## config.mk

```make
export PLATFORM = sky130hd
export DESIGN_NAME = can_rx_fifo
export DESIGN_NICKNAME = d
export VERILOG_FILES = /design/src/rtl/can_rx_fifo.sv
export SDC_FILE = /design/constraint.sdc
export NUM_CORES = 1
export LEC_CHECK = 0
export ABC_AREA = 1
export CAP_MARGIN = 10
export CORE_MARGIN = 5
export CORE_UTILIZATION = 30
export DETAILED_ROUTE_END_ITERATION = 10
export PLACE_DENSITY = 0.48
export SETUP_SLACK_MARGIN = 0.5
export SYNTH_ARGS = -nofsm -noshare
export SYNTH_HDL_FRONTEND = slang
export SYNTH_SLANG_ARGS = --single-unit
```

## constraint.sdc

```tcl
create_clock -name clk -period 8.1 [get_ports clk]
set_input_delay 2.025 -clock clk [delete_from_list [all_inputs] [get_ports clk]]
set_output_delay 2.025 -clock clk [all_outputs]
set_load 0.02 [all_outputs]
```

## src/rtl/can_rx_fifo.sv

```systemverilog
// can_rx_fifo: receive-side frame buffer behind the CAN controller.
// Holds up to 2**DEPTH_LOG2 frames and presents the oldest one to the CPU
// on the 32-bit cs/rs/bytesel register port.
// Optional acceptance filter (FMATCH/FMASK at rs=4/5) built only when
// CAN_RX_FIFO_FILTER_EN is defined; otherwise every frame is accepted.
//
// Handshake: frm_stb is a one-cycle strobe carrying a complete frame; there is
// no back-pressure. frm_ack pulses exactly one cycle after every strobe, whether
// the frame was stored, dropped on overflow, or rejected by the filter.
module can_rx_fifo #(
  parameter int DEPTH_LOG2 = 2
) (
  input  logic        clk,
  input  logic        reset,
  input  logic        frm_stb,
  input  logic [28:0] frm_id,
  input  logic        frm_ext,
  input  logic        frm_rtr,
  input  logic [3:0]  frm_dlc,
  input  logic [63:0] frm_data,
  output logic        frm_ack,
  input  logic        cs,
  input  logic [2:0]  rs,
  input  logic [3:0]  bytesel,
  input  logic [31:0] d,
  output logic [31:0] q,
  output logic        irq
);

  localparam int DEPTH = 1 << DEPTH_LOG2;
  localparam int CNT_W = DEPTH_LOG2 + 1;

  // Entry layout: {ext, rtr, id[28:0], dlc[3:0], data[63:0]}
  logic [98:0]           r_mem [DEPTH];
  logic [DEPTH_LOG2-1:0] r_wr_ptr;
  logic [DEPTH_LOG2-1:0] r_rd_ptr;
  logic [CNT_W-1:0]      r_count;
  logic                  r_ovf;
  logic                  r_ack;
  logic                  r_irq;
  logic [1:0]            r_irqen;

  logic        w_empty;
  logic        w_full;
  logic        w_stat_wr;
  logic        w_pop;
  logic        w_clr_ovf;
  logic        w_accept;
  logic        w_push;
  logic        w_drop;
  logic [98:0] w_head;
  logic [7:0]  w_cnt8;
  logic        w_unused_ok;

  assign w_empty   = (r_count == '0);
  assign w_full    = (r_count == CNT_W'(DEPTH));
  assign w_stat_wr = cs & (rs == 3'd1);
  assign w_pop     = w_stat_wr & bytesel[0] & d[0] & ~w_empty;
  assign w_clr_ovf = w_stat_wr & bytesel[0] & d[1];
  // A pop in the same cycle frees a slot, so a full FIFO still accepts.
  assign w_push    = frm_stb & w_accept & (~w_full | w_pop);
  assign w_drop    = frm_stb & w_accept & w_full & ~w_pop;
  // Head fields read as zero while empty (storage is never reset).
  assign w_head    = w_empty ? '0 : r_mem[r_rd_ptr];
  assign w_cnt8    = 8'(r_count);
  assign frm_ack   = r_ack;
  assign irq       = r_irq;
  // Write-data bits and byte lanes that no register consumes.
  assign w_unused_ok = ^{d, bytesel};

`ifdef CAN_RX_FIFO_FILTER_EN
  logic        r_m_ext;
  logic [28:0] r_m_id;
  logic        r_k_ext;
  logic [28:0] r_k_id;
  logic        w_fwr;

  assign w_fwr    = cs & (bytesel == 4'b1111);
  assign w_accept = (((frm_id ^ r_m_id) & r_k_id) == '0) &
                    (~r_k_ext | (frm_ext == r_m_ext));

  // Filter registers: full 32-bit writes only; zero means accept-all.
  always_ff @(posedge clk) begin
    if (reset) begin
      r_m_ext <= 1'b0;
      r_m_id  <= '0;
      r_k_ext <= 1'b0;
      r_k_id  <= '0;
    end else if (w_fwr) begin
      if (rs == 3'd4) begin
        r_m_ext <= d[31];
        r_m_id  <= d[28:0];
      end
      if (rs == 3'd5) begin
        r_k_ext <= d[31];
        r_k_id  <= d[28:0];
      end
    end
  end
`else
  assign w_accept = 1'b1;
`endif

  // Frame storage write; not reset, contents behind rd_ptr are don't-care.
  always_ff @(posedge clk) begin
    if (w_push && !reset) begin
      r_mem[r_wr_ptr] <= {frm_ext, frm_rtr, frm_id, frm_dlc, frm_data};
    end
  end

  // Pointers, occupancy, sticky overflow, irq enable, ack and irq outputs.
  always_ff @(posedge clk) begin
    if (reset) begin
      r_wr_ptr <= '0;
      r_rd_ptr <= '0;
      r_count  <= '0;
      r_ovf    <= 1'b0;
      r_irqen  <= 2'b00;
      r_ack    <= 1'b0;
      r_irq    <= 1'b0;
    end else begin
      if (w_push) r_wr_ptr <= r_wr_ptr + 1'b1;
      if (w_pop)  r_rd_ptr <= r_rd_ptr + 1'b1;
      case ({w_push, w_pop})
        2'b10:   r_count <= r_count + 1'b1;
        2'b01:   r_count <= r_count - 1'b1;
        default: r_count <= r_count;
      endcase
      // A new drop in the same cycle as a clear keeps ovf set.
      if (w_drop)         r_ovf <= 1'b1;
      else if (w_clr_ovf) r_ovf <= 1'b0;
      if (w_stat_wr && bytesel[3]) r_irqen <= d[31:30];
      r_ack <= frm_stb;
      r_irq <= (r_irqen[0] & ~w_empty) | (r_irqen[1] & r_ovf);
    end
  end

  // Combinational register read mux; zero when not selected.
  always_comb begin
    q = '0;
    if (cs) begin
      case (rs)
        3'd0: q = {w_head[98], w_head[97], 1'b0, w_head[96:68]};
        3'd1: q = {r_irqen, 11'b0, r_ovf, w_full, w_empty, w_cnt8,
                   4'b0, w_head[67:64]};
        3'd2: q = w_head[31:0];
        3'd3: q = w_head[63:32];
`ifdef CAN_RX_FIFO_FILTER_EN
        3'd4: q = {r_m_ext, 2'b0, r_m_id};
        3'd5: q = {r_k_ext, 2'b0, r_k_id};
`endif
        default: q = '0;
      endcase
    end
  end

endmodule

```

-- Word level (Yosys, flattened, before mapping)
Memories as Yosys holds them, arrays and structs flattened. A register that Yosys moved wholly into a read port is not among the register bits.
Index checks and enable logic that the tools add are counted.
- bits of input ports: 142
- output and inout port bits: 34
- memories: 1
- bits in registers: 12
- RAM bits: 396
- logic and storage cells: 50
- memory list (memory ; words ; width ; rd ports ; clocked after Yosys merged registers in ; wr ports ; RTL line ; source):
    r_mem ; 4 ; 99 ; 1 ; 1 ; 1 ; 34 ; logic [98:0] r_mem [DEPTH];
- reduce and logical (&&, ||, !) cells: 7
- mux-type cells: 10
- eq/ne operators: 6
- bitwise operators: 15
- $add $sub $neg: 4
- operators with widths (kind ; number):
    $pmux 32 s4 ; 1
    $mux 99 ; 1
    $mux 32 ; 1
    $and 1x1->1 ; 10
    $eq 3x2->1 const B ; 2
    $logic_not 3->1 ; 2
    $pmux 3 s2 ; 1
    $add 2x1->2 const B ; 2
    $mux 1 ; 4
    $mux 2 ; 2
    $reduce_bool 2->1 ; 2
    $add 3x1->3 const B ; 1
    $eq 3x1->1 const B ; 1
    $eq 3x3->1 const B ; 1
    $not 1->1 ; 3
    $sub 3x1->3 const B ; 1
    $eq 2x1->1 const B ; 1
    $eq 2x2->1 const B ; 1
    $logic_and 1x1->1 ; 2
    $or 1x1->1 ; 2
    $logic_not 1->1 ; 1

-- Logic depth before layout (Yosys ltp)
Gate-level depths: netlist of the first run.
- depth in word-level cells: 10
- depth in mapped cells: 11
- depth with buffers taken out: 11

-- Worst setup path before layout of the first run
OpenSTA, ideal clock, no wires.
- path kind: input-to-reg
- start: in rs[2]
- end: mem r_mem[0][0] (enable)
- setup slack: 710 ps
- data required time: 7543 ps
- setup time: 557 ps
- arrival time: 6833 ps
- stages on the path: 7
- path buffers: 0
- cells stage by stage: inv_1 -> nand2_1 -> nor2_4 -> nand4_2 -> nand2_2 -> nand2_1 -> nor2_1
- cells in the longest elaborated chain, start to end: 10
- RTL lines (element ; RTL line ; source):
    start: declaration ; 23 ; input logic [2:0] rs,
    $eq 3x1->1 ; 57 ; assign w_stat_wr = cs & (rs == 3'd1);
    $and 1x1->1 ; 57 ;
    $and 1x1->1 (3 in a row) ; 58 ; assign w_pop = w_stat_wr & bytesel[0] & d[0] & ~w_empty;
    $or 1x1->1 ; 61 ; assign w_push = frm_stb & w_accept & (~w_full | w_pop);
    $and 1x1->1 ; 61 ;
    $logic_and 1x1->1 ; 106 ; if (w_push && !reset) begin
    $mux 1 ; 106 ;
    $mux 1 (implied by the code) ; 107 ; r_mem[r_wr_ptr] <= {frm_ext, frm_rtr, frm_id, frm_dlc, frm_data};
    end: declaration ; 34 ;
No other way between the ends.

-- Worst setup path after layout of the first run
- start: in rs[1]
- end: out q[10]
- cells in the longest elaborated chain, start to end: 3
- elaborated cells between the ends (all ways): 6
- classes of those cells: 3 x eq/ne; 2 x mux; 1 x reduce/logical
- RTL lines (element ; RTL line ; source):
    $eq 3x2->1, or another cell as far along ; 142 ; case (rs)
    $pmux 32 s4 * ; 142 ;
    $mux 32 * ; 141 ; if (cs) begin
    end: declaration ; 26 ; output logic [31:0] q,
Every way passes the cells marked *; elsewhere a longest branch is shown, timed or not.

==> results.py, run 1 <==
metrics = {
    "floorplan": {
        "initial_utilization_pct": 30.3,
        "num_rows": 85,
        "dieWidth_um": 243,
        "die_y_um": 243,
        "dieArea_um2": 58900,
        "core_um2": 53700,
        "ioPinCount": 176,
    },
    "setup_path": {
        "cpMaxStageDelayCell": "clkdlybuf4s50_1",
        "endpoint_kind": "primary output",
        "cpMostUsedCell": "clkdlybuf4s50_1",
        "crit_chain": "clkdlybuf4s50_1, nand2_1, inv_2, buf_4, nand3_1, a31oi_1, clkdlybuf4s50_1",
        "start_kind": "input pin",
        "cp.required_ps": 6080,
        "cp_data_arrival_time_ps": 4730,
        "cp_max_fo": 25,
        "crit_type": "in -> out",
        "cpPeakStageDelay_ps": 680,
    },
    "logic_synthesis": {
        "yosys.area.top_type_share_pct": 73.2,
        "ys.warnings.count": 0,
        "synthTopCellsByArea": "edfxtp_1, nor2_1, o21ai_0",
        "yosysSeqAreaShare_pct": 74.9,
        "ys_ff_latch": 410,
        "syn_nets": 1399,
        "yosysTopAreaCell": "edfxtp_1",
        "synthCells": 1252,
        "syn_avg_cell_area_um2": 13.0,
        "ys_types": 34,
        "synthesis.area_um2": 16300,
    },
    "clocking": {
        "cts_sinks": 410,
        "hold_buffers": 0,
        "cts_resized": 0,
        "numCtsBuffers": 46,
        "clk_pin_slew_ps": 60,
        "root_buffer": "clkbuf_16",
        "cts_tree": "built",
        "clockBufferDepth": 3,
        "clock_latency_ps": 570,
        "htree_levels": 2,
        "postCtsSetupBuffers": 0,
    },
    "sta": {
        "fmax_mhz": 148,
        "rsz0062_at_grt": "false",
        "fin_crit_ps": 6750,
        "fin_crit_sh_pct": 83.4,
        "relSlewSlack_pct": 28.6,
        "drv_slew": 0,
        "setup_violations": 0,
        "tightest_slew_ps": 1070,
        "clock_skew_ps": 15.8,
        "setup_tns_ps": 0,
        "final_hold_viol_count": 0,
    },
    "global_routing": {
        "met2_usage_pct": 22.1,
        "grt_max_degree": 199,
        "antenna_found_initial": 4,
        "grt_pass1_vias": 10054,
        "use_met1_pct": 18.8,
        "grtUsageMet3_pct": 3.32,
        "grt_overflow": 0,
        "grt_pass1_wl_um": 62800,
        "gr-usage-all-layers_pct": 13.7,
        "gr-max-usage-layer": "met2",
    },
    "finish": {
        "final_core_util_pct": 36.9,
        "drive_gt1_share_pct": 8.57,
        "fill_cells": 5146,
        "area_growth_pct": 21.8,
        "fin_nets": 1536,
        "final_area_um2": 19800,
        "stdcell_count": 2120,
        "n_antenna_cell": 0,
    },
    "detailed_routing": {
        "vias": 10030,
        "drc": 0,
        "drt-pass1-iter-count": 4,
        "wl_per_cell_um": 19.6,
        "vias_per_cell": 4.73,
        "routed_wl_um": 41500,
        "final_antenna_net_count": 0,
        "drt_iter0_drc": 607,
    },
    "placement": {
        "placed_area_um2": 18400,
        "portBuffers": 145,
        "dp_cells": 2037,
        "place.gp.congestion": 0.736,
        "dp_hpwl_um": 22300,
    },
    "worst_hold_path": {
        "hold_class": "reg -> reg",
    },
    "power": {
        "power.density_nw_per_um2": 234,
        "p_leak_uw": 0.00641,
        "vdd_ir_drop_max_v": 0.000131,
    },
    "flow_run": {
        "maxCapViolations": 0,
    },
    "run_status": {
        "status": "finished clean",
    },
}
per-stage QoR:
step	total power [uW]	hold slack [ps]	setup WS (ps)
2_1_floorplan	2560	436	710
3_3_place_gp	2700	444	1250
3_5_place_dp	2710	459	1270
4_1_cts	4710	470	1270
5_1_grt	4820	495	1100
6_report	4640	465	1350
kinds of logic after synthesis:
logic type,share of synthesized area (%)
compound gates,11.2
flops,74.9
buf+inv,3.56
fa+ha+maj,0.431
simple gates,9.92
synth_stat cells (all sizes together):
cell type,instances
and3,1
fa,1
buf,52
nor2,301
edfxtp,396
o22ai,35
a21oi,13
nand4,3
nor3,1
a22oi,1
ha,4
dfxtp,14
o21ai,256
nand3,16
nand2,73
o221ai,21
a31oi,5
or2,1
clkbuf,21
o31ai,4
inv,33
final timing paths:
kind	start	to	slack, ps	cells past startpoint
max	rs[1]	q[10]	1350	7
min	r_rd_ptr[1]	register	470	2
max reg2reg	r_count[1]	r_mem[0][38]	5150	7
min reg2reg	r_rd_ptr[1]	register	470	2
sequential cells by signal (all words and copies together) (netlist names), named ones only:
register  count
frm_ack       1
r_count       3
irq           1
r_wr_ptr      2
r_ovf         1
r_mem       396
r_irqen       2
r_rd_ptr      2
report_power, final:
part           switching [uW]  internal (uW)
logic                     156           98.4
registers                12.6           2390
clock network             817           1170
routing by layer:
layer	vias to the layer above	routed length, um
met3	65	2070
met4	8	805
met5	-	54
met2	207	19300
met1	4914	19300
li1	4836	-
critical path: cells and delay by family:
| kind | cells | cell delay, ps |
|---|---|---|
| compound gates | 1 | 220 |
| buf+inv | 4 | 2110 |
| simple gates | 2 | 350 |
cells in the final DEF (no fill, tap or decap), types with 21 or more instances in the layout:
master | netlist | final
edfxtp_1 | 396 | 396
nor2_1 | 277 | 273
o21ai_0 | 178 | 178
clkdlybuf4s50_1 | 0 | 145
o21ai_1 | 77 | 77
nand2_1 | 71 | 71
clkbuf_16 | 0 | 46
o22ai_1 | 35 | 35
inv_1 | 24 | 24
nor2_2 | 22 | 22
o221ai_1 | 21 | 21
final cells by class:
class | instances | area, um2 | area share (%)
Clock buffer | 52 | 1170 | 5.93
Timing Repair Buffer | 162 | 1640 | 8.29
Tap cell | 696 | 871 | 4.40
Multi-Input combinational cell | 736 | 3530 | 17.9
Clock inverter | 31 | 263 | 1.33
Sequential cell | 410 | 12200 | 61.5
Inverter | 33 | 129 | 0.651
Power figures use the tool's default switching activity.
==> run 2: changes to the inputs <==
- PLACE_DENSITY: 0.48 -> 0.49
- clock period: 8.1 -> 5.6 ns (I/O delays scaled with it)
==> run 2 against run 1 <==
Effect of this change: design area grew 1.6%; core utilization grew 0.61 points; worst hold slack lost 4.8 ps; setup slack lost 760 ps; non-clock buffer count grew 20; critical endpoint is now q[25]; sequential cell count is the same; register-to-register slack lost 2000 ps; wire length grew 0.91%; combinational power grew 52%.
==> results.py, run 2 (synthesized netlist as in run 1, its figures left out) <==
metrics = {
    "power": {
        "pwr-share-clk_pct": 42.4,
        "pwr-share-seq_pct": 51.9,
        "power_frac_comb_pct": 5.8,
        "power.density_nw_per_um2": 333,
        "p_int_uw": 5250,
        "p_switching_uw": 1440,
        "vdd_ir_drop_max_v": 0.000202,
        "p_leak_uw": 0.00673,
        "netSwitchingFraction_pct": 21.5,
    },
    "detailed_routing": {
        "wl_per_cell_um": 19.5,
        "routed_wl_um": 41800,
        "drt_iter0_drc": 559,
        "drc": 0,
        "drt-pass1-iter-count": 4,
        "vias_per_cell": 4.72,
        "vias": 10109,
        "final_antenna_net_count": 0,
    },
    "finish": {
        "final_cell_mix": "edfxtp_1, nor2_1, o21ai_0, clkdlybuf4s50_1, o21ai_1",
        "multi_input_area_um2": 3540,
        "drive_gt1_share_pct": 10.2,
        "seqCellArea_um2": 12200,
        "fin_nets": 1556,
        "largest_reg_flops": 396,
        "top_regs": "r_mem (396), r_count (3)",
        "final_area_um2": 20100,
        "largest-register": "r_mem",
        "area_growth_pct": 23.8,
        "fill_cells": 5126,
        "layout_commonest_cell": "edfxtp_1",
        "final_core_util_pct": 37.5,
    },
    "placement": {
        "detailedPlace.worstSlack_ps": 221,
        "dp_hpwl_um": 23700,
        "placed_area_um2": 18600,
        "portBuffers": 145,
        "place.gp.congestion": 0.730,
    },
    "floorplan": {
        "dieWidth_um": 243,
        "ioPinCount": 176,
        "dieArea_um2": 58900,
        "core_um2": 53700,
        "initial_utilization_pct": 30.3,
        "num_rows": 85,
        "die_y_um": 243,
    },
    "clocking": {
        "htree_levels": 2,
        "clk_pin_slew_ps": 50,
        "hold_buffers": 0,
        "clock_latency_ps": 570,
        "cts_tree": "built",
        "numCtsBuffers": 46,
        "clockBufferDepth": 3,
        "cts_sinks": 410,
        "root_buffer": "clkbuf_16",
    },
    "setup_path": {
        "reg2reg_to": "r_mem[1][96]",
        "start_kind": "input pin",
        "r2r_start": "r_count[2]",
        "endpoint_kind": "primary output",
        "crit_chain": "clkdlybuf4s50_1, nand2_1, inv_2, bufbuf_16, o21ai_1, o22ai_1, o21ai_1, nor2_1, clkdlybuf4s50_1",
        "cpMaxStageDelayCell": "clkdlybuf4s50_1",
        "regToRegSetupSlack_ps": 3150,
        "reg2reg_depth": 7,
        "path_delay_family": "buffers and inverters",
        "cpPeakStageDelay_ps": 620,
        "crit_type": "in -> out",
        "cp.required_ps": 4200,
        "cp_max_fo": 24,
        "cp_data_arrival_time_ps": 3620,
        "crit_buf_inv": 4,
    },
    "sta": {
        "tightest_slew_ps": 747,
        "fin_crit_ps": 5020,
        "final_hold_viol_count": 0,
        "fin_crit_sh_pct": 89.6,
        "rsz0062_at_grt": "true",
        "setup_violations": 0,
        "layout_setup_ws_ps": 584,
        "setup_tns_ps": 0,
        "relSlewSlack_pct": 50.1,
        "fmax_mhz": 199,
        "drv_slew": 0,
        "clock_skew_ps": 18.6,
    },
    "global_routing": {
        "grt_overflow": 0,
        "grt_pass1_wl_um": 63300,
        "grt_max_degree": 118,
        "antenna_found_initial": 3,
        "grt_pass1_vias": 10155,
        "gr-usage-all-layers_pct": 13.8,
    },
    "run_status": {
        "status": "finished clean",
    },
    "worst_hold_path": {
        "hold_path_depth": 2,
        "min_from": "r_rd_ptr[1]",
        "hold_class": "reg -> reg",
    },
    "flow_run": {
        "maxCapViolations": 0,
    },
}
-- run 2: cell count changes in the layout (fill, tap and decap cells not counted), moves of 2 or more --
cell / previous run / this run
clkdlybuf4s50_1: 145 / 128
buf_12: 5 / 16
dlygate4sd2_1: 0 / 9
dlymetal6s2s_1: 0 / 8
buf_4: 12 / 18
clkinv_1: 18 / 14
clkinvlp_4: 0 / 3
buf_6: 0 / 2
clkinv_2: 6 / 8
diode_2: 0 / 2
o21ai_0: 178 / 176
o21ai_1: 77 / 79
-- run 2: final cells by class --
cell class,instances,area share (%)
Inverter,33,0.666
Sequential cell,410,60.5
Multi-Input combinational cell,736,17.6
Antenna cell,2,0.0249
Tap cell,696,4.33
Timing Repair Buffer,182,9.80
Clock inverter,31,1.24
Clock buffer,51,5.82
-- run 2: worst min-delay path, cell delays in order, from the launching register on --
cell and delay (ps):
dfxtp_1 300, inv_1 60, a21oi_1 70
-- run 2: how the worst max path moves through the flow --
stage | slack, ps | depth (start not counted) | to | from
4_1_cts | 390 | 9 | q[6] | rs[1]
6_report | 580 | 9 | q[25] | rs[0]
2_1_floorplan | -1170 | 7 | r_mem[0][0] | rs[2]
3_3_place_gp | 270 | 9 | q[5] | rs[1]
5_1_grt | 470 | 9 | q[25] | rs[0]
3_5_place_dp | 220 | 9 | q[5] | rs[1]
-- run 2: layer usage --
metal,vias up,global-route usage (%),share of wire [%]
met4,2,3.12,1.6
met3,56,2.89,5.2
met1,4938,18.4,45
met5,-,0,0.031
met2,230,23.3,49
li1,4883,-,-
-- run 2: repair_timing --
item / 4_1_cts / 5_1_grt
setup buffers: 2 / 1
resized for setup: 12 / 12
cloned: 1 / 0
setup endpoints to repair: 27 / 23
-- run 2: power groups by stage --
| stage | registers (uW) | logic (uW) | clock network (uW) |
|---|---|---|---|
| finish | 3470 | 385 | 2840 |
| global route | 3480 | 424 | 3050 |
| CTS | 3470 | 394 | 2930 |
| detailed placement | 3540 | 388 | 0 |
| global placement | 3530 | 383 | 0 |
| floorplan | 3550 | 161 | 0 |
-- run 2: metrics by stage --
stage               total power [uW]  hold slack, ps  instances
floorplan                       3710             436       1252
global placement                3920             439       2053
detailed placement              3920             448       2053
CTS                             6800             460       2138
global route                    6950             498       2139
finish                          6690             460       2141
